## src/rtl/fb_pkg.sv

```systemverilog
// ---------------------------------------------------------------------------
// fb_pkg
// Shared definitions for the 256x256 RGB framebuffer port arbiter.
//   FB_ADDR_W / FB_PIX_W : pixel address and pixel widths
//   fb_addr_t / fb_pixel_t : address {y,x} and pixel {R,G,B} types
//   fb_arb_state_t       : arbiter sequencer states
//   fb_pack_addr(x, y)   : builds a pixel address from coordinates
// ---------------------------------------------------------------------------
package fb_pkg;

    localparam int FB_ADDR_W = 16;
    localparam int FB_PIX_W  = 36;

    typedef logic [FB_ADDR_W-1:0] fb_addr_t;
    typedef logic [FB_PIX_W-1:0]  fb_pixel_t;

    typedef enum logic {
        ST_IDLE  = 1'b0,
        ST_CLEAR = 1'b1
    } fb_arb_state_t;

    // Row-major layout: y selects the line, x the pixel within it.
    function automatic fb_addr_t fb_pack_addr(input logic [7:0] x, input logic [7:0] y);
        return {y, x};
    endfunction

endpackage

```

## src/rtl/rr_arbiter.sv

```systemverilog
// ---------------------------------------------------------------------------
// rr_arbiter
// Round-robin grant generator with its own rotating priority pointer.
//   iCLK, iRST_N : clock, asynchronous active-low reset
//   iREQ[N]      : request vector
//   iENABLE      : when low no grant is issued
//   iACCEPT      : the current grant was taken; advance the pointer
//   oGNT[N]      : one-hot (or zero) combinational grant
// The first requester at or after the pointer wins; after an accepted
// grant to requester i the pointer moves to (i+1) mod N.
// ---------------------------------------------------------------------------
module rr_arbiter #(
    parameter int N = 2
) (
    input  logic         iCLK,
    input  logic         iRST_N,
    input  logic [N-1:0] iREQ,
    input  logic         iENABLE,
    input  logic         iACCEPT,
    output logic [N-1:0] oGNT
);

    localparam int PW = (N > 1) ? $clog2(N) : 1;

    logic [PW-1:0] rrPtr;
    logic [PW-1:0] winIdx;
    logic          found;
    int            idx;

    // Scan N positions starting at the pointer, wrapping by subtraction so
    // non-power-of-two N works without a modulo operator.
    always_comb begin
        oGNT   = '0;
        winIdx = rrPtr;
        found  = 1'b0;
        idx    = 0;
        for (int k = 0; k < N; k++) begin
            idx = int'(rrPtr) + k;
            if (idx >= N) begin
                idx = idx - N;
            end
            if (iENABLE && !found && iREQ[idx]) begin
                oGNT[idx] = 1'b1;
                winIdx    = PW'(idx);
                found     = 1'b1;
            end
        end
    end

    always_ff @(posedge iCLK or negedge iRST_N) begin
        if (!iRST_N) begin
            rrPtr <= '0;
        end else if (iACCEPT) begin
            if (int'(winIdx) == N - 1) begin
                rrPtr <= '0;
            end else begin
                rrPtr <= winIdx + 1'b1;
            end
        end
    end

endmodule

```

## src/rtl/fb_arbiter.sv

```systemverilog
// ---------------------------------------------------------------------------
// fb_arbiter
// Shares the single synchronous framebuffer RAM port between the scan-out
// read stream (absolute priority), a whole-frame clear engine, and N_WR
// round-robin pixel writers.
//   iCLK, iRST_N                 : pixel clock, asynchronous active-low reset
//   iRD_REQ, iRD_ADDR            : scan-out read, one pixel per cycle
//   oRD_VALID, oRD_DATA          : read pixel, 3 cycles after the request
//   iWR_REQ, iWR_ADDR, iWR_DATA  : per-writer pixel write requests
//   oWR_GNT                      : combinational per-writer grant
//   iCLEAR, iCLEAR_COLOR         : start a frame clear with this colour
//   oCLEAR_BUSY, oCLEAR_DONE     : clear in progress / completion pulse
//   oMEM_ADDR, oMEM_WDATA, oMEM_WE : registered RAM port
//   iMEM_RDATA                   : RAM data, one cycle after the address
//   oDBG_STATE                   : current sequencer state
//
// Write handshake: writer i is accepted in a cycle where iWR_REQ[i] and
// oWR_GNT[i] are both high; the grant is purely combinational, so a writer
// holds iWR_REQ/iWR_ADDR/iWR_DATA stable until it sees its grant, and the
// write appears on the RAM port in the following cycle.
// ---------------------------------------------------------------------------
module fb_arbiter #(
    parameter int N_WR      = 2,
    parameter int FB_ADDR_W = fb_pkg::FB_ADDR_W,
    parameter int FB_PIX_W  = fb_pkg::FB_PIX_W
) (
    input  logic                                iCLK,
    input  logic                                iRST_N,
    input  logic                                iRD_REQ,
    input  logic [FB_ADDR_W-1:0]                iRD_ADDR,
    output logic                                oRD_VALID,
    output logic [FB_PIX_W-1:0]                 oRD_DATA,
    input  logic [N_WR-1:0]                     iWR_REQ,
    input  logic [N_WR-1:0][FB_ADDR_W-1:0]      iWR_ADDR,
    input  logic [N_WR-1:0][FB_PIX_W-1:0]       iWR_DATA,
    output logic [N_WR-1:0]                     oWR_GNT,
    input  logic                                iCLEAR,
    input  logic [FB_PIX_W-1:0]                 iCLEAR_COLOR,
    output logic                                oCLEAR_BUSY,
    output logic                                oCLEAR_DONE,
    output logic [FB_ADDR_W-1:0]                oMEM_ADDR,
    output logic [FB_PIX_W-1:0]                 oMEM_WDATA,
    output logic                                oMEM_WE,
    input  logic [FB_PIX_W-1:0]                 iMEM_RDATA,
    output fb_pkg::fb_arb_state_t               oDBG_STATE
);

    import fb_pkg::*;

    fb_arb_state_t          state;
    fb_arb_state_t          stateNext;

    // One spare bit so a runaway counter is caught instead of wrapping.
    logic [FB_ADDR_W:0]     clrCnt;
    logic [FB_PIX_W-1:0]    clrColor;
    logic                   clrStart;
    logic                   clrWrite;
    logic                   clrLast;

    logic                   wrEnable;
    logic                   wrAccept;
    logic [N_WR-1:0]        gnt;
    logic [FB_ADDR_W-1:0]   wrAddrSel;
    logic [FB_PIX_W-1:0]    wrDataSel;

    // Read pipeline: address issued, RAM access, capture.
    logic                   rdPend1;
    logic                   rdPend2;

    // ---------------- FSM: state register ----------------
    always_ff @(posedge iCLK or negedge iRST_N) begin
        if (!iRST_N) begin
            state <= ST_IDLE;
        end else begin
            state <= stateNext;
        end
    end

    // ---------------- FSM: next state ----------------
    always_comb begin
        stateNext = state;
        case (state)
            ST_IDLE: begin
                if (iCLEAR) begin
                    stateNext = ST_CLEAR;
                end
            end
            ST_CLEAR: begin
                if (clrLast || clrCnt[FB_ADDR_W]) begin
                    stateNext = ST_IDLE;
                end
            end
            default: stateNext = ST_IDLE;
        endcase
    end

    // ---------------- FSM: outputs ----------------
    // A read always steals the port, so both the clear engine and the
    // writers are held off in any cycle with iRD_REQ high.
    always_comb begin
        wrEnable    = 1'b0;
        clrStart    = 1'b0;
        clrWrite    = 1'b0;
        oCLEAR_BUSY = 1'b0;
        case (state)
            ST_IDLE: begin
                wrEnable = !iRD_REQ;
                clrStart = iCLEAR;
            end
            ST_CLEAR: begin
                oCLEAR_BUSY = 1'b1;
                clrWrite    = !iRD_REQ && !clrCnt[FB_ADDR_W];
            end
            default: ;
        endcase
    end

    assign clrLast    = clrWrite && (clrCnt[FB_ADDR_W-1:0] == '1);
    assign oDBG_STATE = state;

    // ---------------- writer arbitration ----------------
    rr_arbiter #(.N(N_WR)) u_rr (
        .iCLK    (iCLK),
        .iRST_N  (iRST_N),
        .iREQ    (iWR_REQ),
        .iENABLE (wrEnable),
        .iACCEPT (wrAccept),
        .oGNT    (gnt)
    );

    assign oWR_GNT  = gnt;
    assign wrAccept = |(iWR_REQ & gnt);

    // Grant is one-hot, so an OR of the gated lanes is the winner's payload.
    always_comb begin
        wrAddrSel = '0;
        wrDataSel = '0;
        for (int i = 0; i < N_WR; i++) begin
            if (gnt[i]) begin
                wrAddrSel = wrAddrSel | iWR_ADDR[i];
                wrDataSel = wrDataSel | iWR_DATA[i];
            end
        end
    end

    // ---------------- datapath ----------------
    always_ff @(posedge iCLK or negedge iRST_N) begin
        if (!iRST_N) begin
            clrCnt      <= '0;
            clrColor    <= '0;
            oCLEAR_DONE <= 1'b0;
            oMEM_ADDR   <= '0;
            oMEM_WDATA  <= '0;
            oMEM_WE     <= 1'b0;
            rdPend1     <= 1'b0;
            rdPend2     <= 1'b0;
            oRD_VALID   <= 1'b0;
            oRD_DATA    <= '0;
        end else begin
            if (clrStart) begin
                clrCnt   <= '0;
                clrColor <= iCLEAR_COLOR;
            end else if (clrWrite) begin
                clrCnt <= clrCnt + 1'b1;
            end
            oCLEAR_DONE <= clrLast;

            if (iRD_REQ) begin
                oMEM_ADDR <= iRD_ADDR;
                oMEM_WE   <= 1'b0;
            end else if (clrWrite) begin
                oMEM_ADDR  <= clrCnt[FB_ADDR_W-1:0];
                oMEM_WDATA <= clrColor;
                oMEM_WE    <= 1'b1;
            end else if (wrAccept) begin
                oMEM_ADDR  <= wrAddrSel;
                oMEM_WDATA <= wrDataSel;
                oMEM_WE    <= 1'b1;
            end else begin
                oMEM_WE <= 1'b0;
            end

            rdPend1   <= iRD_REQ;
            rdPend2   <= rdPend1;
            oRD_VALID <= rdPend2;
            if (rdPend2) begin
                oRD_DATA <= iMEM_RDATA;
            end
        end
    end

endmodule
```

## config.mk

```make
export PLATFORM = sky130hd
export DESIGN_NAME = fb_arbiter
export DESIGN_NICKNAME = d
export VERILOG_FILES = /design/src/rtl/fb_pkg.sv /design/src/rtl/rr_arbiter.sv /design/src/rtl/fb_arbiter.sv
export SDC_FILE = /design/constraint.sdc
export NUM_CORES = 1
export LEC_CHECK = 0
export ABC_AREA = 1
export BUFFER_PORTS_ARGS = -buffer_cell sky130_fd_sc_hd__buf_2
export CORE_ASPECT_RATIO = 1.5
export CORE_UTILIZATION = 25
export DETAILED_ROUTE_END_ITERATION = 10
export REMOVE_ABC_BUFFERS = 1
export SYNTH_ARGS = -nofsm -noshare
export SYNTH_HDL_FRONTEND = slang
export SYNTH_HIERARCHICAL = 1
export SYNTH_SLANG_ARGS = --single-unit
```

## constraint.sdc

```tcl
create_clock -name iCLK -period 4.3 [get_ports iCLK]
set_input_delay 0.86 -clock iCLK [delete_from_list [all_inputs] [get_ports iCLK]]
set_output_delay 0.86 -clock iCLK [all_outputs]
set_load 0.05 [all_outputs]
```

Word-level counts from Yosys, hierarchy flattened
Cells that the tools add are included.
{ "word_totals": {"out_inout_bits": 95, "regBits": 148, "wordCells": 85, "inputBits": 198} }
{ "classes": {"bitwise": 6, "eq_ne": 1, "n_addsub": 5, "muxes": 39, "reduce_logical": 16, "order_cmp": 6} }
{ "ops": {"columns": ["operator", "count"], "rows": [
  ["36-bit 2-to-1 mux", 4],
  ["16-bit 2-to-1 mux", 5],
  ["32-bit by 1-bit greater-or-equal comparator with 1-bit output (second input constant)", 2],
  ["32-bit by 3-bit less-than comparator with 1-bit output (second input constant)", 2],
  ["32-bit 2-to-1 mux", 2],
  ["36-bit bitwise OR", 1],
  ["17-bit 2-to-1 mux", 2],
  ["32-bit by 3-bit greater-or-equal comparator with 1-bit output (second input constant)", 1],
  ["32-bit by 3-bit subtractor with 32-bit output (second input constant)", 1],
  ["1-bit 2-to-1 mux", 21],
  ["17-bit by 1-bit adder with 17-bit output (second input constant)", 1],
  ["16-bit equality test (second input constant)", 1],
  ["16-bit bitwise OR", 1],
  ["1-bit logical AND", 7],
  ["2-bit 2-to-1 mux", 2],
  ["2-bit nonzero test", 2],
  ["1-bit zero test", 3],
  ["3-bit nonzero test", 1],
  ["1-bit by 2-bit subtractor with 3-bit output (second input constant)", 1],
  ["1-bit by 1-bit adder with 2-bit output (second input constant)", 1],
  ["2-bit AND", 1],
  ["1-bit demux with 1-bit select", 2],
  ["1-bit by 2-bit greater-or-equal comparator with 1-bit output (second input constant)", 1],
  ["1-bit inverter", 2],
  ["other kinds (6)", 6]
]} }

Longest topological paths before layout
{ "logic_depth": {"ltp_word": 17, "ltp_mapped": 14, "mapped_depth_nobuf": 10} }

Cells and area by module
Netlist, hierarchy kept.
{ "by_module_without_submodules": {"columns": ["module", "area_each_um2", "cells_per_inst", "n_inst", "seq_area_each_um2"], "rows": [
  ["fb_arbiter", 7048.0, 860, 1, 3678.5],
  ["rr_arbiter", 108.9, 22, 1, 25.0]
]} }

Worst setup path after synthesis
Ideal clock, no wire load.
{ "synth_timing": {"path_type": "input to register", "from": "input iRD_REQ", "to": "register oMEM_WDATA[10]", "setup_time_ps": 119, "t_arrival_ps": 3243, "setup_slack_ps": 938, "required_ps": 4181, "path_buffers": 4, "stages": 14, "path_cell_list": "buf_2 clkbuf_1 nor2_1 nand2_1 nor2_1 buf_4 inv_2 o21ai_4 inv_2 a21oi_4 inv_2 buf_2 nand2_1 nand2_1"} }
{ "synth_between": {"elab_cells_between_ends": 22, "cone_classes": "mux (9); bitwise (4); reduce/logical (9)"} }
{ "synth_rtl": {"columns": ["item", "line_no", "text"], "rows": [
  ["start, declared", "fb_arbiter.sv:29", "input logic iRD_REQ,"],
  ["1-bit zero test *", "fb_arbiter.sv:107", "wrEnable = !iRD_REQ;"],
  ["1-bit 2-to-1 mux *", "fb_arbiter.sv:105", "case (state)"],
  ["net wrEnable", "fb_arbiter.sv:60", "logic wrEnable;"],
  ["1-bit logical AND", "rr_arbiter.sv:42", "if (iENABLE && !found && iREQ[idx]) begin"],
  ["1-bit 2-to-1 mux", "rr_arbiter.sv:42", null],
  ["1-bit zero test", "rr_arbiter.sv:42", null],
  ["1-bit logical AND (2 in a row)", "rr_arbiter.sv:42", null],
  ["2-bit 2-to-1 mux *", "rr_arbiter.sv:42", null],
  ["net oWR_GNT[0]", "fb_arbiter.sv:36", "output logic [N_WR-1:0] oWR_GNT,"],
  ["2-bit AND *", "fb_arbiter.sv:132", "assign wrAccept = |(iWR_REQ & gnt);"],
  ["2-bit OR reduction *", "fb_arbiter.sv:132", null],
  ["net wrAccept", "fb_arbiter.sv:61", "logic wrAccept;"],
  ["2-bit nonzero test (no line) *", null, null],
  ["2-bit AND reduction (no line) *", null, null],
  ["end signal, assigned", "fb_arbiter.sv:173", "oMEM_WDATA <= clrColor;"],
  ["end signal, assigned", "fb_arbiter.sv:177", "oMEM_WDATA <= wrDataSel;"],
  ["end, declared", "fb_arbiter.sv:42", "output logic [FB_PIX_W-1:0] oMEM_WDATA,"]
]} }
Mark *: on every way through the listed nets, which the timed path passes. The rest lies on a longest branch. The select of a mux whose other input is x is not followed.
A chain may end at the register's enable or synchronous reset.

Final worst setup path
{ "layout_timing": {"from": "input iRD_REQ", "to": "output oWR_GNT[0]"} }
{ "layout_between": {"elab_chain_len": 8, "elab_cells_between_ends": 10, "cone_classes": "mux (4); bitwise (1); reduce/logical (5)"} }
{ "layout_rtl": {"columns": ["item", "line_no"], "rows": [
  ["1-bit zero test *", "fb_arbiter.sv:107"],
  ["1-bit 2-to-1 mux *", "fb_arbiter.sv:105"],
  ["net wrEnable", "fb_arbiter.sv:60"],
  ["1-bit logical AND", "rr_arbiter.sv:42"],
  ["1-bit 2-to-1 mux", "rr_arbiter.sv:42"],
  ["1-bit zero test", "rr_arbiter.sv:42"],
  ["1-bit logical AND (2 in a row)", "rr_arbiter.sv:42"],
  ["2-bit 2-to-1 mux *", "rr_arbiter.sv:42"],
  ["end, declared", "fb_arbiter.sv:36"]
]} }
Mark *: on every way through the listed nets, which the timed path passes. The rest lies on a longest branch.

==> out/qor.yml <==
yosys:
  synth_top_flop_cell: "dfrtp_1"
  netlist_instances: 882
  synth_commonest_cells: "nand2_1 (448), dfrtp_1 (148), nand3_1 (38)"
  yosys.cell_count.top_type: "nand2_1"
  yosys.area.top_type: "dfrtp_1"
  synth_edf_count: 0
  async_flop_share_pct: 100
  synth_seq_area_share_pct: 51.7
  ys_seq_elements: 148
  syn_avg_cell_area_um2: 8.11
  ys_top_cells_by_area: "dfrtp_1 (52%), nand2_1 (23%), mux2_2 (5.7%)"
  synth_cell_types: 27
  synth_top_area_share_pct: 51.7
  yosys_warnings: 6
  syn_area_mm2: 0.00716
sta:
  slew_viol_final: 0
  whs_ns: 0.350
  setup_viol: 0
  relSlewSlack_pct: 41.4
  tightestPinTransition_ns: 0.878
  rsz0062_at_grt: "false"
  setup_slack_ns: 1.06
  max_freq_ghz: 0.308
  finalClockSkew_ns: 0.00938
  fin_crit_sh_pct: 75.4
  fin_crit_ns: 3.24
  hold_viol: 0
detailed_routing:
  vias_per_cell: 4.42
  drtAntennaViolNets: 0
  drt_iter0_markers: 278
  drc: 0
  routed-via-count: 6699
  routed_wl_mm: 22.7
  firstDrtPassIters: 5
  wl_per_cell_um: 15.0
grt:
  antenna_found_initial: 0
  grt_pass1_wl_mm: 35.2
  grt_usage_pct: 15.8
  grt_remaining_overflow: 0
  grt_pass1_vias: 6724
  grt_max_degree: 76
layout:
  syn_to_final_growth_pct: 33.1
  layout.cells.non_filler: 1515
  diodes: 0
  fin_area_mm2: 0.00952
  nNetsFinal: 1356
  drive_gt1_share_pct: 33.0
clock_network:
  cts_buffers: 17
  post_cts_buffers: 0
  clk_pin_slew_ns: 0.06
  cts_max_path_buffers: 2
  worstSkewPairLatency_ns: 0.42
  clock-sinks: 148
  cts-htree-levels: 4
  cts_root_buf: "clkbuf_16"
  cts_tree: "yes"
  ctsResizeCount: 0
  postCtsHoldBufs: 0
hold_path:
  whs_endpoint: "rdPend2"
  holdCritPathClass: "register to register"
  holdCritStartpoint: "rdPend1"
  hold_depth: 0
worst_setup_path:
  path_max_fanout: 35
  crit_path_end_kind: "primary output"
  slowest_stage: "buf_4"
  worstReg2RegEnd: "oMEM_WDATA[22]"
  cp_slowest_stage_delay_ns: 0.37
  crit_path_cell_trace: "buf_2 -> nor2_1 -> nand2_1 -> nor2_4 -> buf_4 -> buf_2"
  worstSetupPathType: "input port to primary output"
  crit_arrival_ns: 2.38
  worstReg2RegStart: "oDBG_STATE"
  r2r_slack_ns: 1.71
  startpoint_type: "input port"
  crit_required_ns: 3.44
  crit_top_cell: "buf_2"
  worst-r2r-cell-count: 12
outcome:
  status: "complete, no violations"
power_and_ir_drop:
  p_leak_uw: 0.00521
  p_clk_share_pct: 27.3
  switching_share_pct: 41.0
  switching_power_uw: 2200
  power_frac_seq_pct: 37.8
  ir_worst_vdd_mv: 0.249
  p_per_area_mw_per_mm2: 562
  internal_power_uw: 3160
  p_comb_share_pct: 34.9
place:
  dp_hpwl_mm: 16.4
  dp_slack_ns: 0.903
  placed_cells: 1484
  gp_congestion: 0.815
  io_buffers: 292
  post_dp_cell_area_mm2: 0.00895
die:
  core_area_mm2: 0.0281
  dieHeight_um: 209
  start_util_pct: 25.5
  fp.dieArea_mm2: 0.0293
  die_x_um: 140
  fp-row-count: 75
  ios: 293
run:
  drv_cap: 0
registers in the layout, summed over array words and instances (netlist names), 16 cells and up:
name	count
clrColor	36
oRD_DATA	36
clrCnt	17
oMEM_ADDR	16
oMEM_WDATA	36
power by group through the flow:
stage                     clock, uW  sequential [uW]  combinational [uW]
final                          1460             2020                1870
after global routing           1560             2070                2040
after CTS                      1510             2020                1900
after floorplan                   0             2670                 632
after detailed placement          0             2040                1890
after global placement            0             2030                1880
per-layer routing:
metal  global-route usage, %  vias to the layer above  part of all wire, %
met2                    29.7                      187                   54
met4                    5.31                        0                  1.4
li1                        -                     3353                    -
met3                    3.07                       19                  4.1
met1                    17.5                     3140                   41
met5                       0                        -                    0
metrics by stage:
stage | utilization, % | total power [uW] | TNS, ns
after global routing | 33.9 | 5670 | 0
after global placement | 31.9 | 3910 | 0
after detailed placement | 31.9 | 3940 | 0
after CTS | 33.9 | 5430 | 0
final | 33.9 | 5350 | 0
after floorplan | - | 3300 | -41.85
how the worst max path moves through the flow:
stage / slack [ns] / depth (start not counted) / from / endpoint
after floorplan: -0.97 / 10 / oDBG_STATE / oMEM_WDATA[0]
after global placement: 1.01 / 13 / iRD_REQ / oMEM_WDATA[31]
after detailed placement: 0.90 / 13 / iRD_REQ / oMEM_WDATA[22]
after CTS: 1.07 / 6 / iRD_REQ / oWR_GNT[0]
after global routing: 0.91 / 6 / iRD_REQ / oWR_GNT[0]
final: 1.06 / 6 / iRD_REQ / oWR_GNT[0]
critical path: cells and delay by family:
kind / cells / cell delay, ns
buffers and inverters: 3 / 0.99
and+or+nand+nor: 3 / 0.49
cells by family after synthesis:
kind of cell    Yosys count  synth area share, %
compound gates           75                 7.66
fa+ha+maj                 1                0.175
buf+inv                  88                 5.40
flops                   148                 51.7
mux                      36                 5.66
simple gates            534                 29.4
placed cells by master (no fill, tap or decap), types with 13 or more instances in the layout:
cell / synthesis / routed
a21oi_1: 15 / 15
nor2_1: 35 / 33
o21ai_0: 13 / 13
dfrtp_1: 148 / 148
clkbuf_16: 0 / 17
a22o_1: 36 / 36
mux2_2: 36 / 36
inv_1: 35 / 35
nand2_1: 448 / 446
nand3_1: 38 / 38
buf_2: 18 / 291
cell type report:
class                      count  area, um2
clock buffer                  18        439
inverter                      39        146
sequential                   148       3700
clock inverter                13        136
tap                          346        433
multi-input combinational    646       3090
fill                        2946      18500
timing repair buffer         305       1580
Power figures use the tool's default switching activity.
